File: src/rtl/count_modn_updown_if.sv
// Control/data bundle for count_modn_updown: count controls in, digit-packed count and status out.
interface count_modn_updown_if #(
  parameter int DIGITS = 2,
  parameter int W      = 4
);
  logic                CE;
  logic                UP;
  logic                LOAD;
  logic [DIGITS*W-1:0] LD_VAL;
  logic                CLR_OVF;
  logic [DIGITS*W-1:0] VAL;
  logic                TC;
  logic                OVF;

  modport master (output CE, UP, LOAD, LD_VAL, CLR_OVF, input VAL, TC, OVF);
  modport slave  (input CE, UP, LOAD, LD_VAL, CLR_OVF, output VAL, TC, OVF);
endinterface

File: src/rtl/count_modn_updown.sv
// Multi-digit modulo-BASE up/down counter with parallel load, cascade TC and sticky OVF.
// Define COUNT_SAT_EN to saturate at the terminal value instead of wrapping.
module count_modn_updown #(
  parameter int DIGITS = 2,
  parameter int BASE   = 10,
  parameter int W      = 4
) (
  input logic                C1K,
  input logic                RST,
  count_modn_updown_if.slave bus
);

  localparam logic [W-1:0] MAXD = W'(BASE - 1);

  logic [DIGITS*W-1:0] val_p1;
  logic [DIGITS*W-1:0] nxt_p0;
  logic [DIGITS*W-1:0] ld_p0;
  logic [DIGITS-1:0]   lo_max;
  logic [DIGITS-1:0]   lo_zero;
  logic                ovf_p1;
  logic                all_max;
  logic                all_zero;
  logic                tc;
  logic                sat_hold;

  function automatic logic [W-1:0] clamp_digit(input logic [W-1:0] d);
    return (d > MAXD) ? MAXD : d;
  endfunction

  function automatic logic [W-1:0] step_digit(input logic [W-1:0] d, input logic up);
    if (up) return (d == MAXD) ? '0 : d + W'(1);
    return (d == '0) ? MAXD : d - W'(1);
  endfunction

  // lo_max[i]/lo_zero[i]: every digit below i is at BASE-1 / 0, i.e. digit i sees a carry/borrow
  always_comb begin
    lo_max     = '0;
    lo_zero    = '0;
    nxt_p0     = val_p1;
    ld_p0      = '0;
    lo_max[0]  = 1'b1;
    lo_zero[0] = 1'b1;
    for (int i = 1; i < DIGITS; i++) begin
      lo_max[i]  = lo_max[i-1]  & (val_p1[(i-1)*W +: W] == MAXD);
      lo_zero[i] = lo_zero[i-1] & (val_p1[(i-1)*W +: W] == '0);
    end
    for (int i = 0; i < DIGITS; i++) begin
      if (bus.UP ? lo_max[i] : lo_zero[i])
        nxt_p0[i*W +: W] = step_digit(val_p1[i*W +: W], bus.UP);
      ld_p0[i*W +: W] = clamp_digit(bus.LD_VAL[i*W +: W]);
    end
  end

  assign all_max  = lo_max[DIGITS-1]  & (val_p1[(DIGITS-1)*W +: W] == MAXD);
  assign all_zero = lo_zero[DIGITS-1] & (val_p1[(DIGITS-1)*W +: W] == '0);
  assign tc       = bus.CE & (bus.UP ? all_max : all_zero);

`ifdef COUNT_SAT_EN
  assign sat_hold = tc;
`else
  assign sat_hold = 1'b0;
`endif

  // Stage p1: registered count and sticky overflow; a wrap beats CLR_OVF in the same cycle
  always_ff @(posedge C1K) begin
    if (RST) begin
      val_p1 <= '0;
      ovf_p1 <= 1'b0;
    end else if (bus.LOAD) begin
      val_p1 <= ld_p0;
      ovf_p1 <= 1'b0;
    end else begin
      if (bus.CE && !sat_hold) val_p1 <= nxt_p0;
      if (tc)                  ovf_p1 <= 1'b1;
      else if (bus.CLR_OVF)    ovf_p1 <= 1'b0;
    end
  end

  assign bus.VAL = val_p1;
  assign bus.TC  = tc;
  assign bus.OVF = ovf_p1;

endmodule

File: src/flat_wrapper.sv
// flat-port wrapper written by rule: the top's interface ports become plain ports
module count_modn_updown_flat 
#(
  parameter int DIGITS = 2,
  parameter int BASE   = 10,
  parameter int W      = 4
)
  (C1K, RST, bus_CE, bus_UP, bus_LOAD, bus_LD_VAL, bus_CLR_OVF, bus_VAL, bus_TC, bus_OVF);
  count_modn_updown_if #(.DIGITS(DIGITS), .W(W)) bus_i ();
  input logic C1K;
  input logic RST;
  input wire logic [$bits(bus_i.CE)-1:0] bus_CE;
  input wire logic [$bits(bus_i.UP)-1:0] bus_UP;
  input wire logic [$bits(bus_i.LOAD)-1:0] bus_LOAD;
  input wire logic [$bits(bus_i.LD_VAL)-1:0] bus_LD_VAL;
  input wire logic [$bits(bus_i.CLR_OVF)-1:0] bus_CLR_OVF;
  output wire logic [$bits(bus_i.VAL)-1:0] bus_VAL;
  output wire logic [$bits(bus_i.TC)-1:0] bus_TC;
  output wire logic [$bits(bus_i.OVF)-1:0] bus_OVF;
  assign bus_i.CE = bus_CE;
  assign bus_i.UP = bus_UP;
  assign bus_i.LOAD = bus_LOAD;
  assign bus_i.LD_VAL = bus_LD_VAL;
  assign bus_i.CLR_OVF = bus_CLR_OVF;
  assign bus_VAL = bus_i.VAL;
  assign bus_TC = bus_i.TC;
  assign bus_OVF = bus_i.OVF;
  count_modn_updown #(.DIGITS(DIGITS), .BASE(BASE), .W(W)) u_core (.C1K(C1K), .RST(RST), .bus(bus_i));
endmodule
File: config.mk
export PLATFORM = sky130hd
export DESIGN_NAME = count_modn_updown_flat
export DESIGN_NICKNAME = d
export VERILOG_FILES = /design/src/rtl/count_modn_updown_if.sv /design/src/rtl/count_modn_updown.sv /design/src/flat_wrapper.sv
export SDC_FILE = /design/constraint.sdc
export NUM_CORES = 1
export LEC_CHECK = 0
export BUFFER_PORTS_ARGS = -buffer_cell sky130_fd_sc_hd__buf_2
export CAP_MARGIN = 20
export CORE_ASPECT_RATIO = 1.25
export CORE_MARGIN = 1
export CORE_UTILIZATION = 45
export CTS_CLUSTER_SIZE = 28
export DETAILED_ROUTE_END_ITERATION = 10
export GPL_TIMING_DRIVEN = 0
export PLACE_DENSITY_LB_ADDON = 0.3
export SETUP_SLACK_MARGIN = 0.5
export SLEW_MARGIN = 10
export SYNTH_ARGS = -nofsm -noshare
export SYNTH_HDL_FRONTEND = slang
export SYNTH_SLANG_ARGS = --single-unit
File: constraint.sdc
create_clock -name C1K -period 4.1 [get_ports C1K]
set_input_delay 0.205 -clock C1K [delete_from_list [all_inputs] [get_ports C1K]]
set_output_delay 0.205 -clock C1K [all_outputs]
set_load 0.01 [all_outputs]
**Yosys cells after proc, flatten, opt, wreduce, memory -nomap -nowiden**

Cells that the tools add are included.
W data, S select, Z words.

- Logic and storage cells: 40
- Bits of input ports: 14
- Register bits: 9

- Magnitude comparators: 2
- Add/subtract/negate cells: 4
- Equality and inequality tests: 2
- Bitwise operators: 3
- Mux-type cells: 19
- Reductions and logical operators: 7

Operators with widths:

| kind | count |
|---|---|
| $mux W4 | 11 |
| $mux W8 | 2 |
| $add A4 B1 Y4 const B | 2 |
| $eq A4 B4 Y1 const B | 2 |
| $gt A4 B4 Y1 const B | 2 |
| $logic_not A4 Y1 | 2 |
| $sub A4 B1 Y4 const B | 2 |
| $mux W1 | 6 |
| $reduce_bool A2 Y1 | 3 |
| $and A1 B1 Y1 | 3 |
| $reduce_and A2 Y1 | 1 |
| $reduce_or A2 Y1 | 1 |

**Depth between registers and ports, before layout**

Gate-level depths: netlist (run 1).

- Depth after elaboration: 7
- Mapped depth: 6
- Mapped depth without buffers: 4

**Least setup slack after synthesis (run 1)**

No wires, ideal clock.

- Path type: reg-to-reg
- From: register u_core.val_p1[3] (netlist: u_core.bus.VAL[3])
- To: register u_core.ovf_p1 (netlist: u_core.bus.OVF)
- Arrival: 1.373 ns
- Buffers on the path: 1
- Period minus slack after synthesis: 1.432 ns
- Library setup time: 0.058 ns
- Data required time: 4.042 ns
- Setup slack: 2.668 ns
- Cell stages (with the launch flop): 6
- Path through: dfxtp_1 buf_4 nor3_4 nand2_1 a2111oi_4 o21a_1

- Longest elaborated chain between the ends: 5
- Elaborated cells between the ends (all ways): 8
- Classes of those cells: eq/ne (1); mux (2); bitwise (3); reduce/logical (2)

Ends and longest elaborated chain:

| item | RTL line | text |
|---|---|---|
| from (decl) | count_modn_updown.sv:15 | `logic [DIGITS*W-1:0] val_p1;` |
| from (signal assigned) | count_modn_updown.sv:70 | `val_p1 <= ld_p0;` |
| from (signal assigned) | count_modn_updown.sv:73 | `if (bus.CE && !sat_hold) val_p1 <= nxt_p0;` |
| $eq A4 B4 Y1 / $logic_not A4 Y1 (equally long branches) | count_modn_updown.sv:44, count_modn_updown.sv:45 |  |
| $and A1 B1 Y1 (on tied branches) | count_modn_updown.sv:54, count_modn_updown.sv:55 |  |
| $mux W1 (*) | count_modn_updown.sv:56 | `assign tc = bus.CE & (bus.UP ? all_max : all_zero);` |
| $and A1 B1 Y1 (*) | count_modn_updown.sv:56 |  |
| via bus_TC | flat_wrapper.sv:18 | `output wire logic [$bits(bus_i.TC)-1:0] bus_TC;` |
| $mux W1 / $reduce_bool A2 Y1 (equally long branches) | -- |  |
| to (signal assigned) | count_modn_updown.sv:71 | `ovf_p1 <= 1'b0;` |
| to (signal assigned) | count_modn_updown.sv:74 | `if (tc) ovf_p1 <= 1'b1;` |
| to (signal assigned) | count_modn_updown.sv:75 | `else if (bus.CLR_OVF) ovf_p1 <= 1'b0;` |
| to (decl) | count_modn_updown.sv:20 | `logic ovf_p1;` |

The timed path passes the listed nets; every way through them passes the cells marked *.
A chain may end at the register's enable or synchronous reset.

**Worst setup path after layout (run 1)**

- From: register u_core.val_p1[3] (netlist: u_core.bus.VAL[3])
- To: output port bus_TC

- Longest elaborated chain between the ends: 4
- Elaborated cells between the ends (all ways): 6
- Classes of those cells: eq/ne (1); mux (1); bitwise (3); reduce/logical (1)

Ends and longest elaborated chain:

| item | RTL line |
|---|---|
| $eq A4 B4 Y1 / $logic_not A4 Y1 (equally long branches) | count_modn_updown.sv:44, count_modn_updown.sv:45 |
| $and A1 B1 Y1 (on tied branches) | count_modn_updown.sv:54, count_modn_updown.sv:55 |
| $mux W1 (*) | count_modn_updown.sv:56 |
| $and A1 B1 Y1 (*) | count_modn_updown.sv:56 |
| to (decl) | flat_wrapper.sv:18 |

Mark *: on every way between the ends. The rest lies on a longest branch, timed or not.

==> flow_summary.yaml, run 1 <==
status:
  status: "finished clean"
sta:
  hold_viol: 0
  setup-tns-final_ns: 0
  fin_crit_sh_pct: 45.1
  tightest_slew_ns: 0.392
  worst_hold_slack_ns: 0.187
  layout_min_cycle_time_ns: 1.85
  slew_headroom_pct: 73.9
  fmax_mhz: 541
  finalClockSkew_ns: 0.00479
  slew_violations: 0
  setup_slack_ns: 2.25
  setup_viol: 0
  rsz0062_at_grt: "false"
global_routing:
  gr-total-overflow: 0
  grt_pass1_wl_um: 3180
  antenna_found_initial: 0
  grt_max_degree: 11
  grt_use_total_pct: 22.5
  grt_pass1_vias: 763
clocking:
  clockRootBuffer: "clkbuf_4"
  cts_tree: "yes"
  cts_max_level: 1
  clkSinkCount: 9
  clk_pin_slew_ns: 0.07
  ctsHoldBuffers: 0
  post_cts_resized: 0
  clk_latency_ns: 0.27
  cts_max_path_buffers: 2
  cts_setup_buffers: 0
  cts_buffers: 3
floorplan:
  rows: 16
  fp.dieArea_um2: 1960
  die_w_um: 39.8
  start_util_pct: 49.5
  fp.dieH_um: 49.2
  placeableCoreArea_um2: 1620
  ioPinCount: 24
yosys:
  ys_seq_area_share_pct: 22.5
  ys_warn_count: 0
  synth_cells: 104
  synth.avg_cell_area_um2: 7.71
  syn_area_um2: 802
  ys_types: 40
  synth_nets: 118
  synth-seq-cells: 9
placed_design:
  dp_slack_ns: 2.56
  place.gp.congestion: 0.837
  dp_cells: 141
  dp_hpwl_um: 1340
  port_buffers: 19
detailed_routing:
  drc: 0
  vias_per_cell: 5.99
  firstDrtPassIters: 4
  post_drt_wl_per_cell_um: 12.7
  first_iter_violations: 23
  ant_nets: 0
  num_vias: 868
  wl_um: 1840
layout:
  diodes: 0
  drive_gt1_share_pct: 26.0
  fin_cells: 145
  area_growth_pct: 17.9
  regArea_um2: 180
  multi_input_area_um2: 547
  nNetsFinal: 142
  n_fill_cell: 150
power_and_ir_drop:
  powerDensity_nw_per_um2: 269
  p_leak_uw: 0.000380
  finalPower_uw: 255
  vdd_drop_max_mv: 0.157
critical_path:
  required_ns: 3.89
  startpoint_type: "register"
  crit_arrival_ns: 1.64
  critical_path_class: "register to primary output"
  cp_max_fo: 10
  end_kind: "primary output"
  reg2reg_depth: 5
worst_hold_path:
  hold_depth: 3
  worstHoldPathType: "primary input to register"
run:
  max_cap_viol_count: 0
cells in the mapped netlist:
library cell  number  area share (%)
o311ai_1           1             1.1
or4bb_1            1             1.4
dfxtp_1            9              22
o22ai_1            2             1.6
nand3b_1           4             3.7
buf_1              1            0.47
buf_6              1             1.4
nand2_1            4             1.9
a22oi_1            1            0.94
buf_4              2             1.9
nor3_4             1             2.0
clkbuf_1           4             1.9
o211ai_1           4             3.7
nand4b_1           3             3.3
nor2_1             9             4.2
a311oi_1           1             1.1
a2111oi_4          1             3.4
nor3_1             2             1.2
and3_1             2             1.6
xnor2_1            2             2.2
a21oi_1            7             4.4
nand4_1            1            0.78
nor2b_1            2             1.6
a31o_1             2             2.2
and2_1             2             1.6
buf_2              3             1.9
or2_2              1            0.78
nand2b_1           5             3.9
o21ai_0            7             4.4
a31oi_1            1            0.78
a211oi_1           2             1.9
a221oi_1           2             2.2
a2111oi_0          1             1.1
xor2_1             2             2.2
o31a_1             1             1.1
o21a_1             3             2.8
nor2_2             1            0.78
o21bai_1           1            0.94
o211ai_2           1             1.6
inv_1              4             1.9
power breakdown:
| group | switching (uW) | leakage [uW] | internal [uW] | total (uW) |
|---|---|---|---|---|
| clock | 36.1 | 0.0000150 | 37.8 | 73.9 |
| sequential | 6.71 | 0.0000744 | 93.4 | 100 |
| combinational | 45.6 | 0.000290 | 35.3 | 80.9 |
| total | 88.4 | 0.000380 | 167 | 255 |
area by class of cell:
| type | count | area share [%] |
|---|---|---|
| plain buffers | 11 | 6.35 |
| multi-input cells | 80 | 57.8 |
| well taps | 18 | 2.38 |
| flip-flops and latches | 9 | 19.0 |
| clock buffers | 4 | 2.78 |
| repair buffers | 19 | 10.1 |
| inverters | 4 | 1.59 |
logic make-up after synthesis:
logic type / share of synthesized area (%)
flip-flops: 22.5
AND/OR/NAND/NOR: 28.7
buffers and inverters: 9.36
XOR/XNOR: 4.37
AO/OA/AOI/OAI: 35.1
through the flow:
step	util (%)	instance area (um2)
2_1_floorplan	-	802
3_3_place_gp	56.7	920
3_5_place_dp	56.7	920
4_1_cts	58.3	946
5_1_grt	58.3	946
6_report	58.3	946
worst max-delay path, stage by stage (launching register included):
cell and delay (ns):
dfxtp_1 0.31, buf_4 0.16, nor3_4 0.21, nand2_1 0.13, a2111oi_4 0.37, buf_2 0.19
per-layer routing:
metal / part of all wire [%] / up-vias / GRT usage, % / routed length, um
li1: - / 432 / - / -
met1: 47 / 394 / 33.0 / 858
met2: 44 / 37 / 29.0 / 810
met3: 7.1 / 5 / 6.39 / 130
met4: 2.2 / 0 / 11.5 / 40
met5: 0 / - / 0 / 0
placed cells by master, fill, tap and decap left out, drive strengths merged:
master	Yosys	routed
a2111oi	2	2
a211oi	2	2
a21oi	7	7
a221oi	2	2
a22oi	1	1
a311oi	1	1
a31o	2	2
a31oi	1	1
and2	2	2
and3	2	2
buf	7	26
clkbuf	4	8
dfxtp	9	9
inv	4	4
nand2	4	4
nand2b	5	5
nand3b	4	4
nand4	1	1
nand4b	3	3
nor2	10	10
nor2b	2	2
nor3	3	3
o211ai	5	5
o21a	3	3
o21ai	7	7
o21bai	1	1
o22ai	2	2
o311ai	1	1
o31a	1	1
or2	1	1
or4bb	1	1
xnor2	2	2
xor2	2	2
worst paths after layout:
kind	start	endpoint	slack (ns)
max	u_core.bus.VAL[3]	bus_TC	2.25
min	bus_LD_VAL[0]	u_core.bus.VAL[0]	0.19
max reg2reg	u_core.bus.VAL[3]	u_core.bus.VAL[5]	2.60
min reg2reg	u_core.bus.OVF	u_core.bus.OVF	0.58
flip-flops by register name, summed over array words and instances, names as in the netlist:
register / count
u_core.bus.VAL: 8
u_core.bus.OVF: 1
Note: power is estimated with default switching activity, not from simulation.
==> run 2: changes to the inputs <==
==> constraint.sdc (replaced) <==
create_clock -name C1K -period 1.6 [get_ports C1K]
set_input_delay 0.08 -clock C1K [delete_from_list [all_inputs] [get_ports C1K]]
set_output_delay 0.08 -clock C1K [all_outputs]
set_load 0.01 [all_outputs]
==> flow_summary.yaml, run 2 (synthesized netlist as in run 1, its figures left out) <==
sta:
  fmax_mhz: 597
  setup_viol: 1
  rsz0062_at_grt: "true"
  hold_viol: 0
  slew_violations: 0
  layout_min_cycle_time_ns: 1.67
  setup_slack_ns: -0.0748
  worst_hold_slack_ns: 0.0568
  finalClockSkew_ns: 0.000548
  fin_crit_sh_pct: 105
  tightest_slew_ns: 0.512
  slew_headroom_pct: 65.9
  setup-tns-final_ns: -0.0748
clocking:
  clockRootBuffer: "clkbuf_4"
  cts_max_path_buffers: 2
  cts_tree: "yes"
  clk_pin_slew_ns: 0.07
  cts_buffers: 3
  clk_latency_ns: 0.27
  clkSinkCount: 9
  cts_max_level: 1
global_routing:
  grt_max_degree: 11
  grt_pass1_wl_um: 3270
  grt_use_total_pct: 22.9
  grt_pass1_vias: 771
  gr-total-overflow: 0
  antenna_found_initial: 0
power_and_ir_drop:
  finalPower_uw: 729
  p_leak_uw: 0.000442
  powerDensity_nw_per_um2: 666
  vdd_drop_max_mv: 0.416
critical_path:
  cpPeakStageDelay_ns: 0.39
  reg2reg_from: "u_core.bus.VAL[0]"
  crit_arrival_ns: 1.59
  cp_max_fo: 4
  critical_path_class: "register to primary output"
  path_cells: "buf_6, nor3_4, nand2_2, a2111oi_4, buf_2"
  rrSetupSlack_ns: 0.12
  timing.rr.end: "u_core.bus.VAL[5]"
  startpoint_type: "register"
  crit_path_top_delay_cell: "a2111oi_4"
  reg2reg_depth: 6
  end_kind: "primary output"
  required_ns: 1.52
detailed_routing:
  firstDrtPassIters: 4
  wl_um: 2360
  ant_nets: 0
  post_drt_wl_per_cell_um: 15.5
  drc: 0
  first_iter_violations: 31
  vias_per_cell: 6.26
  num_vias: 951
layout:
  final_cell_mix: "buf_2 (22), nor2_1 (8), buf_4 (6), o21ai_0 (6), a21oi_1 (6)"
  nNetsFinal: 149
  diodes: 0
  area_growth_pct: 36.3
  final_common_cell: "buf_2"
  fin_util_pct: 67.4
  drive_gt1_share_pct: 42.5
  largest_reg_flops: 8
status:
  violations: "negative setup slack"
  status: "finished with violations"
run:
  max_cap_viol_count: 0
floorplan:
  ioPinCount: 24
  placeableCoreArea_um2: 1620
  die_w_um: 39.8
  rows: 16
  fp.dieH_um: 49.2
  start_util_pct: 49.5
  fp.dieArea_um2: 1960
placed_design:
  port_buffers: 19
  place.gp.congestion: 0.812
  dp_hpwl_um: 1440
worst_hold_path:
  hold_depth: 3
  hold_end: "u_core.bus.VAL[0]"
  worstHoldPathType: "primary input to register"
  min_from: "bus_LD_VAL[0]"
==> run 2: repair_timing <==
action	CTS	global route
resized for setup	4	13
pin swaps	4	5
hold buffers	0	0
setup endpoints to repair	9	10
setup buffers	3	4
==> run 2: worst max-delay path by stage <==
stage,depth (start not counted),from,to
2_1_floorplan,5,u_core.bus.VAL[0],u_core.bus.OVF
3_3_place_gp,5,u_core.bus.VAL[3],u_core.bus.VAL[5]
3_5_place_dp,5,u_core.bus.VAL[0],bus_TC
4_1_cts,5,u_core.bus.VAL[0],bus_TC
5_1_grt,5,u_core.bus.VAL[3],bus_TC
6_report,5,u_core.bus.VAL[0],bus_TC
==> run 2: layout make-up <==
| type | count | area [um2] |
|---|---|---|
| plain buffers | 11 | 65.1 |
| clock buffers | 4 | 26.3 |
| fillers | 143 | 528 |
| inverters | 4 | 15.0 |
| multi-input cells | 80 | 621 |
| flip-flops and latches | 9 | 185 |
| well taps | 18 | 22.5 |
| repair buffers | 26 | 159 |
==> run 2: through the flow <==
| stage | cell area, um2 | setup slack (ns) | instances |
|---|---|---|---|
| finish | 1090 | -0.0748 | 152 |
| global route | 1090 | -0.144 | 152 |
| CTS | 1010 | -0.0746 | 148 |
| detailed placement | 942 | 0.136 | 141 |
| global placement | 942 | 0.147 | 141 |
| floorplan | 825 | 0.205 | 104 |
==> run 2: where the power goes <==
group	switching [uW]	internal, uW
registers	20.2	241
clock network	93.0	96.7
logic	151	127
total	264	465
==> run 2: worst max-delay path, delay by kind of cell (launching register included) <==
kind                   cells  cell delay [ns]
and+or+nand+nor            2             0.28
AOI/OAI and AO/OA          1             0.39
buffers and inverters      2             0.32
DFF                        1             0.32
==> run 2: routing by layer <==
metal	vias to the layer above	global-route usage (%)	share of wire [%]
met5	-	0	0
met4	0	8.05	2.8
met3	7	4.11	5.5
met2	47	34.7	51
met1	451	31.5	41
li1	446	-	-
==> run 3: changes to the inputs <==
--- a/config.mk
+++ b/config.mk
@@ -10,9 +10,7 @@
 export CORE_ASPECT_RATIO = 1.25
 export CORE_MARGIN = 1
 export CORE_UTILIZATION = 45
-export CTS_CLUSTER_SIZE = 28
 export DETAILED_ROUTE_END_ITERATION = 10
-export GPL_TIMING_DRIVEN = 0
 export PLACE_DENSITY_LB_ADDON = 0.3
 export SETUP_SLACK_MARGIN = 0.5
 export SLEW_MARGIN = 10
==> flow_summary.yaml, run 3 (synthesized netlist as in run 1, its figures left out) <==
power_and_ir_drop:
  power_frac_comb_pct: 39.0
  p_leak_uw: 0.000483
  pwr-share-clk_pct: 25.3
  p_seq_share_pct: 35.7
  swShare_pct: 36.3
  p_int_uw: 489
  vdd_drop_max_mv: 0.542
  net-switching-power_uw: 279
  powerDensity_nw_per_um2: 640
floorplan:
  die_w_um: 39.8
  ioPinCount: 24
  rows: 16
  fp.dieArea_um2: 1960
  fp.dieH_um: 49.2
  placeableCoreArea_um2: 1620
  start_util_pct: 49.5
critical_path:
  reg2reg_depth: 6
  rrSetupSlack_ns: 0.12
  end_kind: "primary output"
  crit_arrival_ns: 1.52
  startpoint_type: "register"
  reg2reg_from: "u_core.bus.VAL[3]"
  path_cells: "nor3_4, nand2_2, a2111oi_4, buf_2"
  cp_top_family: "compound AO/OA/AOI/OAI gates"
  crit_path_top_delay_cell: "a2111oi_4"
  critical_path_class: "register to primary output"
  crit_buf_inv: 1
  required_ns: 1.52
  cpPeakStageDelay_ns: 0.37
  cp_max_fo: 3
  timing.rr.end: "u_core.bus.VAL[5]"
layout:
  diodes: 0
  n_fill_cell: 124
  area_growth_pct: 49.5
  drive_gt1_share_pct: 54.3
  nNetsFinal: 153
  largest_reg_flops: 8
  final_cell_mix: "buf_2 (22), buf_4 (10), buf_6 (9)"
  fin_util_pct: 73.9
  final_common_cell: "buf_2"
  multi_input_area_um2: 648
  regArea_um2: 200
worst_hold_path:
  worstHoldPathType: "primary input to register"
  min_from: "bus_LD_VAL[0]"
  hold_depth: 3
  hold_end: "u_core.bus.VAL[0]"
clocking:
  cts_max_path_buffers: 2
  clockRootBuffer: "clkbuf_4"
  clk_latency_ns: 0.28
  ctsHoldBuffers: 0
  clkSinkCount: 9
  clk_pin_slew_ns: 0.07
  cts_max_level: 1
  cts_buffers: 3
  cts_tree: "yes"
sta:
  fin_crit_sh_pct: 100
  layout_min_cycle_time_ns: 1.60
  fmax_mhz: 624
  slew_headroom_pct: 81.5
  setup-tns-final_ns: -0.00198
  finalClockSkew_ns: 0.00110
  setup_viol: 1
  worst_hold_slack_ns: 0.0537
  hold_viol: 0
  tightest_slew_ns: 0.277
  slew_violations: 0
  setup_slack_ns: -0.00198
  rsz0062_at_grt: "true"
global_routing:
  grt_max_degree: 18
  grt_pass1_vias: 796
  antenna_found_initial: 0
  grt_use_total_pct: 26.1
  gr-total-overflow: 0
  grt_pass1_wl_um: 3620
detailed_routing:
  vias_per_cell: 6.03
  first_iter_violations: 57
  firstDrtPassIters: 4
  post_drt_wl_per_cell_um: 15.5
  wl_um: 2430
  drc: 0
  num_vias: 941
  ant_nets: 0
status:
  status: "finished with violations"
  violations: "negative setup slack"
run:
  max_cap_viol_count: 0
placed_design:
  port_buffers: 23
  place.gp.congestion: 0.812
  dp_hpwl_um: 1290
run 3: cell count changes in the layout (fill, tap and decap cells not counted), sizes merged:
cell,change
buf,+8
clkbuf,-4
run 3: worst max path at each step:
stage                           start        endpoint  slack, ns  depth (start not counted)
global placement    u_core.bus.VAL[0]          bus_TC       0.19                          4
CTS                 u_core.bus.VAL[0]          bus_TC       0.02                          4
global route        u_core.bus.VAL[3]          bus_TC      -0.04                          4
floorplan           u_core.bus.VAL[0]  u_core.bus.OVF       0.21                          5
detailed placement  u_core.bus.VAL[0]          bus_TC       0.17                          4
finish              u_core.bus.VAL[3]          bus_TC     -0.002                          4
run 3: stage by stage:
step,area (um2),cells,worst slack (ns),total power (uW)
4_1_cts,1090,150,0.0208,713
3_3_place_gp,927,138,0.187,471
6_report,1200,156,-0.00198,768
2_1_floorplan,825,104,0.205,421
5_1_grt,1200,156,-0.0377,804
3_5_place_dp,927,138,0.174,472
run 3: repair_timing:
action / CTS / global route
endpoints found under the setup margin: 11 / 11
hold endpoints to repair: 0 / 0
setup buffers: 8 / 6
cloned: 0 / 0
pin swaps: 11 / 13
resized for setup: 23 / 15
run 3: per-layer routing:
layer  global-route usage (%)  wire [um]
met1                     38.8       1080
met5                        0          0
met4                     13.2         52
met2                     34.4       1110
met3                     5.48        181
run 3: worst min-delay path: stages:
cell	delay (ns)
buf_2	0.10
inv_1	0.04
a311oi_1	0.07
run 3: final cells by class:
cell class	instances	area share (%)
multi-input cells	80	54.1
repair buffers	41	23.9
flip-flops and latches	9	16.7
clock buffers	4	2.19
well taps	18	1.88
inverters	4	1.25
run 3: power groups by stage:
stage	logic, uW	registers [uW]	clock network, uW
floorplan	151	270	0
global placement	188	283	0
detailed placement	188	285	0
CTS	246	273	194
global route	321	277	207
finish	300	274	194
